### config.mk
export PLATFORM = sky130hd
export DESIGN_NAME = boot_loader
export DESIGN_NICKNAME = d
export VERILOG_FILES = /design/src/rtl/boot_loader.sv
export SDC_FILE = /design/constraint.sdc
export NUM_CORES = 1
export LEC_CHECK = 0
export CORE_MARGIN = 5
export CORE_UTILIZATION = 54
export DETAILED_ROUTE_END_ITERATION = 8
export PLACE_DENSITY = 0.79
export RECOVER_POWER = 25
export SLEW_MARGIN = 10
export SYNTH_ARGS = -nofsm -noshare
export SYNTH_HDL_FRONTEND = slang
export SYNTH_SLANG_ARGS = --single-unit
### constraint.sdc
create_clock -name clock -period 3.2 [get_ports clock]
set_clock_uncertainty 0.15 [all_clocks]
set_input_delay 0.64 -clock clock [delete_from_list [all_inputs] [get_ports clock]]
set_output_delay 0.64 -clock clock [all_outputs]
set_load 0.005 [all_outputs]
### src/rtl/boot_loader.sv
// rtl/boot_loader.sv - program image loader that holds the CPU in reset until a framed image is written to instruction memory
//
// Receives a byte stream: 16-bit little-endian word count N, N little-endian
// 32-bit words, and (with BOOT_CHECKSUM_EN defined) one trailing XOR checksum
// byte. Each completed word is written to instruction memory at word_index*4.
// The CPU is released once the whole image has been accepted (and the checksum
// matches, when enabled). A reload request restarts the load from the header.
//
// Optional feature macro: BOOT_CHECKSUM_EN (undefined by default: no checksum
// byte, image is accepted as soon as word N arrives).
//
// Ports:
//   clock      in   rising-edge clock
//   reset      in   asynchronous active-low reset
//   s_valid    in   host byte valid
//   s_data     in   host byte [7:0]
//   s_ready    out  loader accepts a byte (beat = s_valid && s_ready)
//   reload     in   one-cycle request to restart the load
//   mem_we     out  instruction memory write strobe, one cycle per word
//   mem_addr   out  word-aligned byte address [ADDR_W-1:0]
//   mem_wdata  out  word to write [31:0]
//   cpu_reset  out  active-high CPU reset, 1 until a valid image is loaded
//   done       out  image loaded, CPU running
//   err        out  load failed, sticky until reload or reset

module boot_loader #(
   parameter int MAX_WORDS = 256,
   parameter int ADDR_W    = 10
) (
   input  logic              clock,
   input  logic              reset,
   input  logic              s_valid,
   input  logic [7:0]        s_data,
   output logic              s_ready,
   input  logic              reload,
   output logic              mem_we,
   output logic [ADDR_W-1:0] mem_addr,
   output logic [31:0]       mem_wdata,
   output logic              cpu_reset,
   output logic              done,
   output logic              err
);

   localparam int          WC_W  = ADDR_W - 2;
   localparam logic [15:0] MAX_N = 16'(MAX_WORDS);

`ifdef BOOT_CHECKSUM_EN
   typedef enum logic [2:0] {
      S_IDLE, S_HDR_LO, S_HDR_HI, S_DATA, S_CHK, S_RUN, S_ERR
   } state_t;
`else
   typedef enum logic [2:0] {
      S_IDLE, S_HDR_LO, S_HDR_HI, S_DATA, S_RUN, S_ERR
   } state_t;
`endif

   state_t            state_q;
   logic [15:0]       n_q;
   logic [1:0]        byte_q;
   logic [23:0]       shift_q;
   logic [WC_W-1:0]   word_q;
`ifdef BOOT_CHECKSUM_EN
   logic [7:0]        xor_q;
`endif
   logic              mem_we_q;
   logic [ADDR_W-1:0] mem_addr_q;
   logic [31:0]       mem_wdata_q;
   logic              cpu_reset_q;
   logic              done_q;
   logic              err_q;

   logic              beat;
   logic [15:0]       hdr_n;
   logic [16:0]       words_written;
   logic              last_word;

   assign mem_we    = mem_we_q;
   assign mem_addr  = mem_addr_q;
   assign mem_wdata = mem_wdata_q;
   assign cpu_reset = cpu_reset_q;
   assign done      = done_q;
   assign err       = err_q;

   // s_ready decodes the state; a reload in the same cycle blocks the beat.
   always_comb begin
      s_ready = 1'b0;
      case (state_q)
         S_HDR_LO, S_HDR_HI, S_DATA: s_ready = 1'b1;
`ifdef BOOT_CHECKSUM_EN
         S_CHK:                      s_ready = 1'b1;
`endif
         default:                    s_ready = 1'b0;
      endcase
      if (reload) begin
         s_ready = 1'b0;
      end
   end

   assign beat  = s_valid & s_ready;
   assign hdr_n = {s_data, n_q[7:0]};

   // Widened so that the compare with N == MAX_WORDS cannot overflow the
   // word counter.
   assign words_written = 17'(word_q) + 17'd1;
   assign last_word     = (words_written == {1'b0, n_q});

   always_ff @(posedge clock or negedge reset) begin
      if (!reset) begin
         state_q     <= S_IDLE;
         n_q         <= '0;
         byte_q      <= '0;
         shift_q     <= '0;
         word_q      <= '0;
`ifdef BOOT_CHECKSUM_EN
         xor_q       <= '0;
`endif
         mem_we_q    <= 1'b0;
         mem_addr_q  <= '0;
         mem_wdata_q <= '0;
         cpu_reset_q <= 1'b1;
         done_q      <= 1'b0;
         err_q       <= 1'b0;
      end else begin
         mem_we_q <= 1'b0;
         if (reload) begin
            // Clearing byte_q discards any partial word; shift_q is fully
            // overwritten before it is used again.
            state_q     <= S_HDR_LO;
            byte_q      <= '0;
            word_q      <= '0;
`ifdef BOOT_CHECKSUM_EN
            xor_q       <= '0;
`endif
            cpu_reset_q <= 1'b1;
            done_q      <= 1'b0;
            err_q       <= 1'b0;
         end else begin
            case (state_q)
               S_IDLE: begin
                  state_q <= S_HDR_LO;
               end
               S_HDR_LO: begin
                  if (beat) begin
                     n_q[7:0] <= s_data;
                     state_q  <= S_HDR_HI;
                  end
               end
               S_HDR_HI: begin
                  if (beat) begin
                     n_q <= hdr_n;
                     if (hdr_n > MAX_N) begin
                        state_q <= S_ERR;
                        err_q   <= 1'b1;
                     end else if (hdr_n == 16'd0) begin
`ifdef BOOT_CHECKSUM_EN
                        state_q     <= S_CHK;
`else
                        state_q     <= S_RUN;
                        done_q      <= 1'b1;
                        cpu_reset_q <= 1'b0;
`endif
                     end else begin
                        state_q <= S_DATA;
                     end
                  end
               end
               S_DATA: begin
                  if (beat) begin
`ifdef BOOT_CHECKSUM_EN
                     xor_q   <= xor_q ^ s_data;
`endif
                     byte_q  <= byte_q + 2'd1;
                     // Bytes enter at the top so byte 0 ends up in bits [7:0].
                     shift_q <= {s_data, shift_q[23:8]};
                     if (byte_q == 2'd3) begin
                        mem_we_q    <= 1'b1;
                        mem_addr_q  <= {word_q, 2'b00};
                        mem_wdata_q <= {s_data, shift_q};
                        if (last_word) begin
`ifdef BOOT_CHECKSUM_EN
                           state_q     <= S_CHK;
`else
                           state_q     <= S_RUN;
                           done_q      <= 1'b1;
                           cpu_reset_q <= 1'b0;
`endif
                        end else begin
                           word_q <= word_q + 1'b1;
                        end
                     end
                  end
               end
`ifdef BOOT_CHECKSUM_EN
               S_CHK: begin
                  if (beat) begin
                     if (s_data == xor_q) begin
                        state_q     <= S_RUN;
                        done_q      <= 1'b1;
                        cpu_reset_q <= 1'b0;
                     end else begin
                        state_q <= S_ERR;
                        err_q   <= 1'b1;
                     end
                  end
               end
`endif
               default: begin
                  state_q <= state_q;
               end
            endcase
         end
      end
   end

endmodule

Word level (Yosys, flattened, before mapping). Cells that the tools add are included.

Register bits after elaboration: 97. Input port bits: 12.

Bitwise gates (word level): 3. Add/sub/neg operators: 3. Equal/unequal tests: 13. Reduce and logical (&&, ||, !) cells: 19. Muxes and demuxes: 45. Order comparisons: 1.

Operators by type and width (number): 8-bit two-way mux (6); 1-bit two-way mux (24); 3-bit two-way mux (8); 3-bit != test, second input constant (7); 9-bit by 16-bit == test with 1-bit output (1); 16-bit by 9-bit > comparator with 1-bit output, second input constant (1); 16-bit logical NOT (1); 8-bit case mux with 2 select lines (1); 3-bit case mux with 4 select lines (1); 4-bit AND reduction (3); 2-bit nonzero test (5); 8-bit by 1-bit adder with 9-bit output, second input constant (1); 3-bit AND reduction (3); 8-bit by 1-bit adder with 8-bit output, second input constant (1); 7-bit AND reduction (1); 3-bit by 2-bit == test with 1-bit output, second input constant (2); 2-bit two-way mux (3); 6-bit AND reduction (1); 5-bit nonzero test (1); 1-bit case mux with 2 select lines (2); 3-bit by 1-bit == test with 1-bit output, second input constant (1); 3-bit logical NOT (1); 3-bit nonzero test (1); 3-bit OR reduction (1); 6 further kinds (7).

Logic depth before layout (Yosys ltp). Gate-level depths: netlist (run 1).

Word-level depth: 8. Gate-level depth with buffers: 9.

Worst setup path after synthesis (run 1). OpenSTA, ideal clock, no wires.

Path kind: register to register. Start point: register word_q[0]. End point: register word_q[6]. Cell stages (with the launch flop): 8. Path slack: 523 ps. Library setup time: 126 ps. Required time: 2924 ps. Path buffers: 0. Arrival time: 2400 ps. Path through: dfrtp_1 > ha_1 > nand3_1 > o21a_1 > or4b_4 > nor4_4 > nor2_1 > a221o_2.

Longest elaborated chain between the ends: 6.

RTL lines: start, declared (RTL line 61) `logic [WC_W-1:0] word_q;`; start signal, assigned (RTL line 188) `word_q <= word_q + 1'b1;`; branches (longest 6 deep; another with 8-bit by 1-bit adder with 9-bit output).

Parallel ways; which one is timed is not known. The select of a mux whose other input is x is not followed. A chain may end at the register's enable or synchronous reset.

Worst setup path in the final report (run 1). Ends and elaborated chain as after synthesis.

==> reports/metrics.cfg, run 1 <==
[status]
status=completed

[synth]
synth_top_cell_area_share_pct=56.65
synthesis.area_mm2=0.004240
syn_inst=400
yosysSeqAreaShare_pct=57.27
yosysWarnings=0
yosysTopAreaCell=dfrtp_1
synth_area_leaders=dfrtp_1 (57%), nand2_1 (11%), mux2_2 (11%)
syn_area_per_cell_um2=10.60
synth_cell_types=47
yosys_register_bits=97

[critical_path]
worstSetupStartpointType=register
criticalPathCategory=reg -> reg
worstPathArrival_ns=3.08
worstSetupEndpointType=register
cp_max_fo=6
cp.required_ns=3.34

[finish]
drive_above_1_share_pct=16.30
diodes=0
mostFrequentLayoutCells=nand2_1 (128), dfrtp_1 (96), clkdlybuf4s50_1 (55)
areaGrowthSynthToFinish_pct=19.45
fin_cells=562
final_nets=469
mostFrequentLayoutCell=nand2_1

[clock_network]
clockBufferDepth=2
path_clk_slew_ns=0.10
clkLatencyLatePin_ns=0.36
cts_made_buffers=9
holdBufCountCts=0
clock-root-buffer=clkbuf_8
htree_levels=3
post_cts_resized=0
cts_tree=done
clock-sinks=97
cts_setup_buffers=0

[placed_design]
dp_hpwl_um=5869
dp_cells=546
place_ws_ns=0.3278
buffer_ports.inserted=56
gp_congestion=0.8713

[drt]
drtIter0Drc=175
vias_per_cell=5.363
drtAntennaViolNets=0
vias=3014
dr.pass1.iters=4
wire_per_inst_um=15.20
wl_um=8542
drc=0

[sta]
worstMarginPinSlew_ns=1.286
period_share_pct=91.84
timing.setup.tns_ns=0
fin_ws_ns=0.2611
clock.fmax_mhz=340.3
finalSetupViolCount=0
relSlewSlack_pct=14.26
fin_crit_ns=2.939
drv_slew=0
grt_setup_unrepaired=no
hold_viol_final=0

[floorplan]
die_y_um=98.62
dieWidth_um=98.62
fp.dieArea_mm2=0.009725
ioPinCount=59
core-area_mm2=0.007687
num_rows=32
start_util_pct=55.16

[power]
power_density_mw_per_mm2=578.5
leakagePower_nw=2.469
ir_drop_v=0.0003940
finalPower_mw=2.930

[worst_hold_path]
hold_path_class=reg -> reg

[global_routing]
grt_max_degree=52
grt_overflow=0
grt_pass1_wl_um=14200
grt_usage_pct=18.15
antenna_found_initial=0
first_global_vias=2936

[run]
drv_cap=0

-- state kept, by name, indices dropped and copies added, names as in the netlist --
register / flops
mem_addr: 8
err: 1
n_q: 16
mem_we: 1
mem_wdata: 32
state_q: 3
shift_q: 24
word_q: 8
cpu_reset: 1
byte_q: 2
done: 1
-- synth_stat cells, drive strengths merged --
cell	count
nand4	3
dfrtp	96
a221o	5
nor4	7
nand2b	5
o21bai	1
o2111ai	1
o211a	1
mux2	42
conb	1
nor2	17
a31o	1
and3	4
nor3	5
o22ai	1
a21oi	4
nand3b	4
nand3	13
or3	1
clkbuf	16
ha	2
xor2	3
maj3	1
and4	1
o21a	1
inv	4
mux2i	1
o32a	1
or4b	1
nand2	128
or4	2
a21o	4
buf	6
nand4b	1
o21ai	4
dfstp	1
a31oi	5
xnor2	6
-- cell families after synthesis --
group / synth area share, %
mux: 11.39
flops: 57.27
other cells: 0.08844
simple gates: 20.33
fa+ha+maj: 0.8261
xor+xnor: 1.859
compound gates: 5.253
buf+inv: 2.980
-- stage by stage --
step | area (um2) | hold WS (ns) | utilization (%)
3_5_place_dp | 4911 | 0.3008 | 63.88
4_1_cts | 5082 | 0.1710 | 66.11
2_1_floorplan | 4244 | 0.1944 | -
3_3_place_gp | 4911 | 0.2937 | 63.88
5_1_grt | 5065 | 0.3537 | 65.89
6_report | 5065 | 0.3248 | 65.89
-- layout make-up --
| type | instances | area, um2 |
|---|---|---|
| fillers | 630 | 2623 |
| flip-flops and latches | 97 | 2429 |
| multi-input cells | 278 | 1689 |
| repair buffers | 65 | 633.1 |
| clock buffers | 11 | 131.4 |
| well taps | 102 | 127.6 |
| clock inverters | 5 | 40.04 |
| inverters | 4 | 15.01 |
-- worst paths after layout --
path	slack [ns]	end	cells past startpoint	start
min in group asynchronous	0.40	mem_wdata[29]	1	reset
worst min register to register	0.32	mem_wdata[5]	2	shift_q[5]
max in group asynchronous	0.79	shift_q[12]	2	reset
worst max-delay path	0.26	word_q[6]	7	word_q[0]
worst max register to register	0.26	word_q[6]	7	word_q[0]
worst min-delay path	0.32	mem_wdata[5]	2	shift_q[5]
-- worst max-delay path, cell delays in order, from the launching register on --
cell	delay [ns]
dfrtp_1	0.48
ha_1	0.28
nand3_1	0.16
o21a_1	0.22
or4b_4	0.56
or4_4	0.56
a21oi_4	0.26
a221o_2	0.20
-- per-layer routing --
layer	share of wire (%)	GRT usage, %
met3	5.0	3.539
met2	45	27.56
met1	48	25.88
met4	2.0	7.248
met5	0	0
-- where the power goes --
group | switching [mW] | leakage, nW | total, mW | internal (mW)
sequential | 0.211 | 1.30 | 1.68 | 1.46
clock | 0.420 | 0.0883 | 0.711 | 0.291
combinational | 0.222 | 1.08 | 0.544 | 0.322
total | 0.854 | 2.47 | 2.93 | 2.08
No activity file was read; power rests on OpenSTA's default activity.
==> run 2: changes to the inputs <==
Settings changed: MAX_ROUTING_LAYER set to met4.
==> run 2 against run 1 <==
  * Power grew 0.60%
  * Die area is the same
  * Flip-flop and latch count unchanged
  * Cell count is 0.36% higher
  * Sequential share of layout area shrank 0.071 points
  * Register-to-register slack gained 0.02 ns
  * Wire length rose by 1.6%
  * Largest cell class unchanged
==> reports/metrics.cfg, run 2 (synthesis gave the netlist of run 1 again) <==
[drt]
wl_um=8675  ; +1.6%
drt-met1-wl_um=4003  ; -2.4%
vias_per_cell=5.454  ; +1.7%
drc=0  ; unchanged
drtAntennaViolNets=0  ; unchanged
drtIter0Drc=204  ; +17%
dr.pass1.iters=4  ; unchanged
wire_per_inst_um=15.38  ; +1.2%
top_layer=met4
vias=3076  ; +2.1%
wl_met3_um=404  ; -5.6%
wl_met2_um=4090  ; +6.5%

[floorplan]
start_util_pct=55.16  ; unchanged
fp.dieArea_mm2=0.009725  ; unchanged
ioPinCount=59  ; unchanged
die_y_um=98.62  ; unchanged
core-area_mm2=0.007687  ; unchanged
num_rows=32  ; unchanged
dieWidth_um=98.62  ; unchanged

[finish]
mostFrequentLayoutCell=nand2_1
largest_reg_flops=32  ; unchanged
multi_input_area_mm2=0.001689  ; unchanged
mostFrequentLayoutCells=nand2_1 (128), dfrtp_1 (96), clkdlybuf4s50_1 (55)
fin_cells=564  ; +0.36%
regArea_mm2=0.002429  ; unchanged
final_nets=471  ; +0.43%
fill_cells=599  ; -4.9%
drive_above_1_share_pct=16.67  ; +0.36 points
areaGrowthSynthToFinish_pct=19.62
fin_area_mm2=0.005072  ; +0.15%
diodes=0  ; unchanged
fin_util_pct=65.98  ; +0.098 points

[worst_hold_path]
whs_endpoint=mem_wdata[0]
hold_path_startpoint=shift_q[0]
hold_path_class=reg -> reg
whs_path_depth=2  ; unchanged

[global_routing]
first_global_vias=2947  ; +0.37%
grt_usage_pct=19.70  ; +1.5 points
grt_max_degree=53  ; +1.9%
grt_pass1_wl_um=14860  ; +4.6%
antenna_found_initial=0  ; unchanged
grt_overflow=0  ; unchanged

[critical_path]
criticalPathCategory=reg -> reg
cp.required_ns=3.35  ; about the same
cp_max_fo=6  ; unchanged
path_cells=ha_1 > nand3_1 > o21a_1 > or4b_4 > or4_4 > a21oi_4 > mux2_2
r2r_start=word_q[0]
worstPathArrival_ns=3.07  ; about the same
critPathTopFamily=simple AND/OR/NAND/NOR gates
r2r-end=word_q[0]
rrSetupSlack_ns=0.28  ; +0.02 ns
ff2ff_path_depth=7  ; unchanged
worstSetupEndpointType=register
cpMaxStageDelayCell=or4b_4
cpPeakStageDelay_ns=0.57  ; about the same
path_buf_inv=0  ; unchanged
worstSetupStartpointType=register

[placed_design]
dp_cells=548  ; +0.37%
gp_congestion=0.9071  ; +4.1%
buffer_ports.inserted=56  ; unchanged
place_area_mm2=0.004901  ; -0.20%
dp_hpwl_um=6183  ; +5.4%
place_ws_ns=0.2878  ; -0.03998 ns

[power]
power.share.clock_pct=24.6  ; +0.3 points
seqPwrFrac_pct=56.7  ; -0.5 points
leakagePower_nw=2.475  ; +0.22%
p_sw_share_pct=29.41  ; +0.28 points
ir_drop_v=0.0003688  ; -6.4%
p_int_mw=2.081  ; +0.21%
pwr-share-comb_pct=18.7  ; about the same
power_density_mw_per_mm2=581.1  ; +0.46%
p_switching_uw=866.9  ; +1.6%

[clock_network]
clock-root-buffer=clkbuf_8
clockBufferDepth=2  ; unchanged
path_clk_slew_ns=0.09  ; about the same
holdBufCountCts=0  ; unchanged
cts_setup_buffers=0  ; unchanged
cts_made_buffers=9  ; unchanged
post_cts_resized=0  ; unchanged
cts_tree=done
clkLatencyLatePin_ns=0.36  ; about the same
htree_levels=3  ; unchanged
clock-sinks=97  ; unchanged

[sta]
timing.setup.tns_ns=0  ; unchanged
fin_ws_ns=0.2804  ; +0.01934 ns
relSlewSlack_pct=17.91  ; +3.7 points
grt_setup_unrepaired=no
finalSetupViolCount=0  ; unchanged
clock.fmax_mhz=342.5  ; +0.66%
drv_slew=0  ; unchanged
fin_crit_ns=2.920  ; -0.01934 ns
worstMarginPinSlew_ns=1.231  ; -0.05476 ns
period_share_pct=91.24  ; -0.60 points
hold_viol_final=0  ; unchanged

[status]
status=completed

[run]
drv_cap=0  ; unchanged

[run 2: worst max path at each step]
stage	from	cells past startpoint	endpoint	slack, ns
finish	word_q[0]	7	word_q[0]	0.28
global route	word_q[0]	7	word_q[4]	0.19
CTS	word_q[0]	7	word_q[0]	0.31
detailed placement	s_valid	7	word_q[1]	0.29
global placement	reload	6	word_q[6]	0.41
floorplan	word_q[0]	7	word_q[6]	0.52
[run 2: per-layer routing]
layer  track usage (%)  up-vias
met4             7.143        0
met3             3.185       19
met2             29.43       99
met1             27.44     1492
met5                 -        -
li1                  -     1466
[run 2: per-stage QoR]
stage / power (mW) / hold slack [ns]
global placement: 2.206 / 0.2939
floorplan: 2.061 / 0.1944
global route: 3.116 / 0.3449
CTS: 2.973 / 0.1487
finish: 2.948 / 0.3229
detailed placement: 2.249 / 0.2999
[run 2: area by class of cell]
type | instances | share of cell area (%)
multi-input combinational | 278 | 33.30
tap | 102 | 2.516
clock inverter | 6 | 0.9867
timing repair buffer | 67 | 12.51
inverter | 4 | 0.2960
clock buffer | 10 | 2.516
sequential | 97 | 47.88
[run 2: worst register-to-register path: stages (launching register included)]
cell and delay [ns]:
dfrtp_1 0.46, ha_1 0.27, nand3_1 0.17, o21a_1 0.23
or4b_4 0.57, or4_4 0.56, a21oi_4 0.26, mux2_2 0.20
[run 2: power groups by stage]
| stage | Sequential [mW] | Clock, mW | Combinational (mW) |
|---|---|---|---|
| 6_report | 1.67 | 0.725 | 0.551 |
| 2_1_floorplan | 1.60 | 0 | 0.458 |
| 3_3_place_gp | 1.68 | 0 | 0.528 |
| 3_5_place_dp | 1.69 | 0 | 0.555 |
| 5_1_grt | 1.71 | 0.799 | 0.608 |
| 4_1_cts | 1.67 | 0.744 | 0.558 |
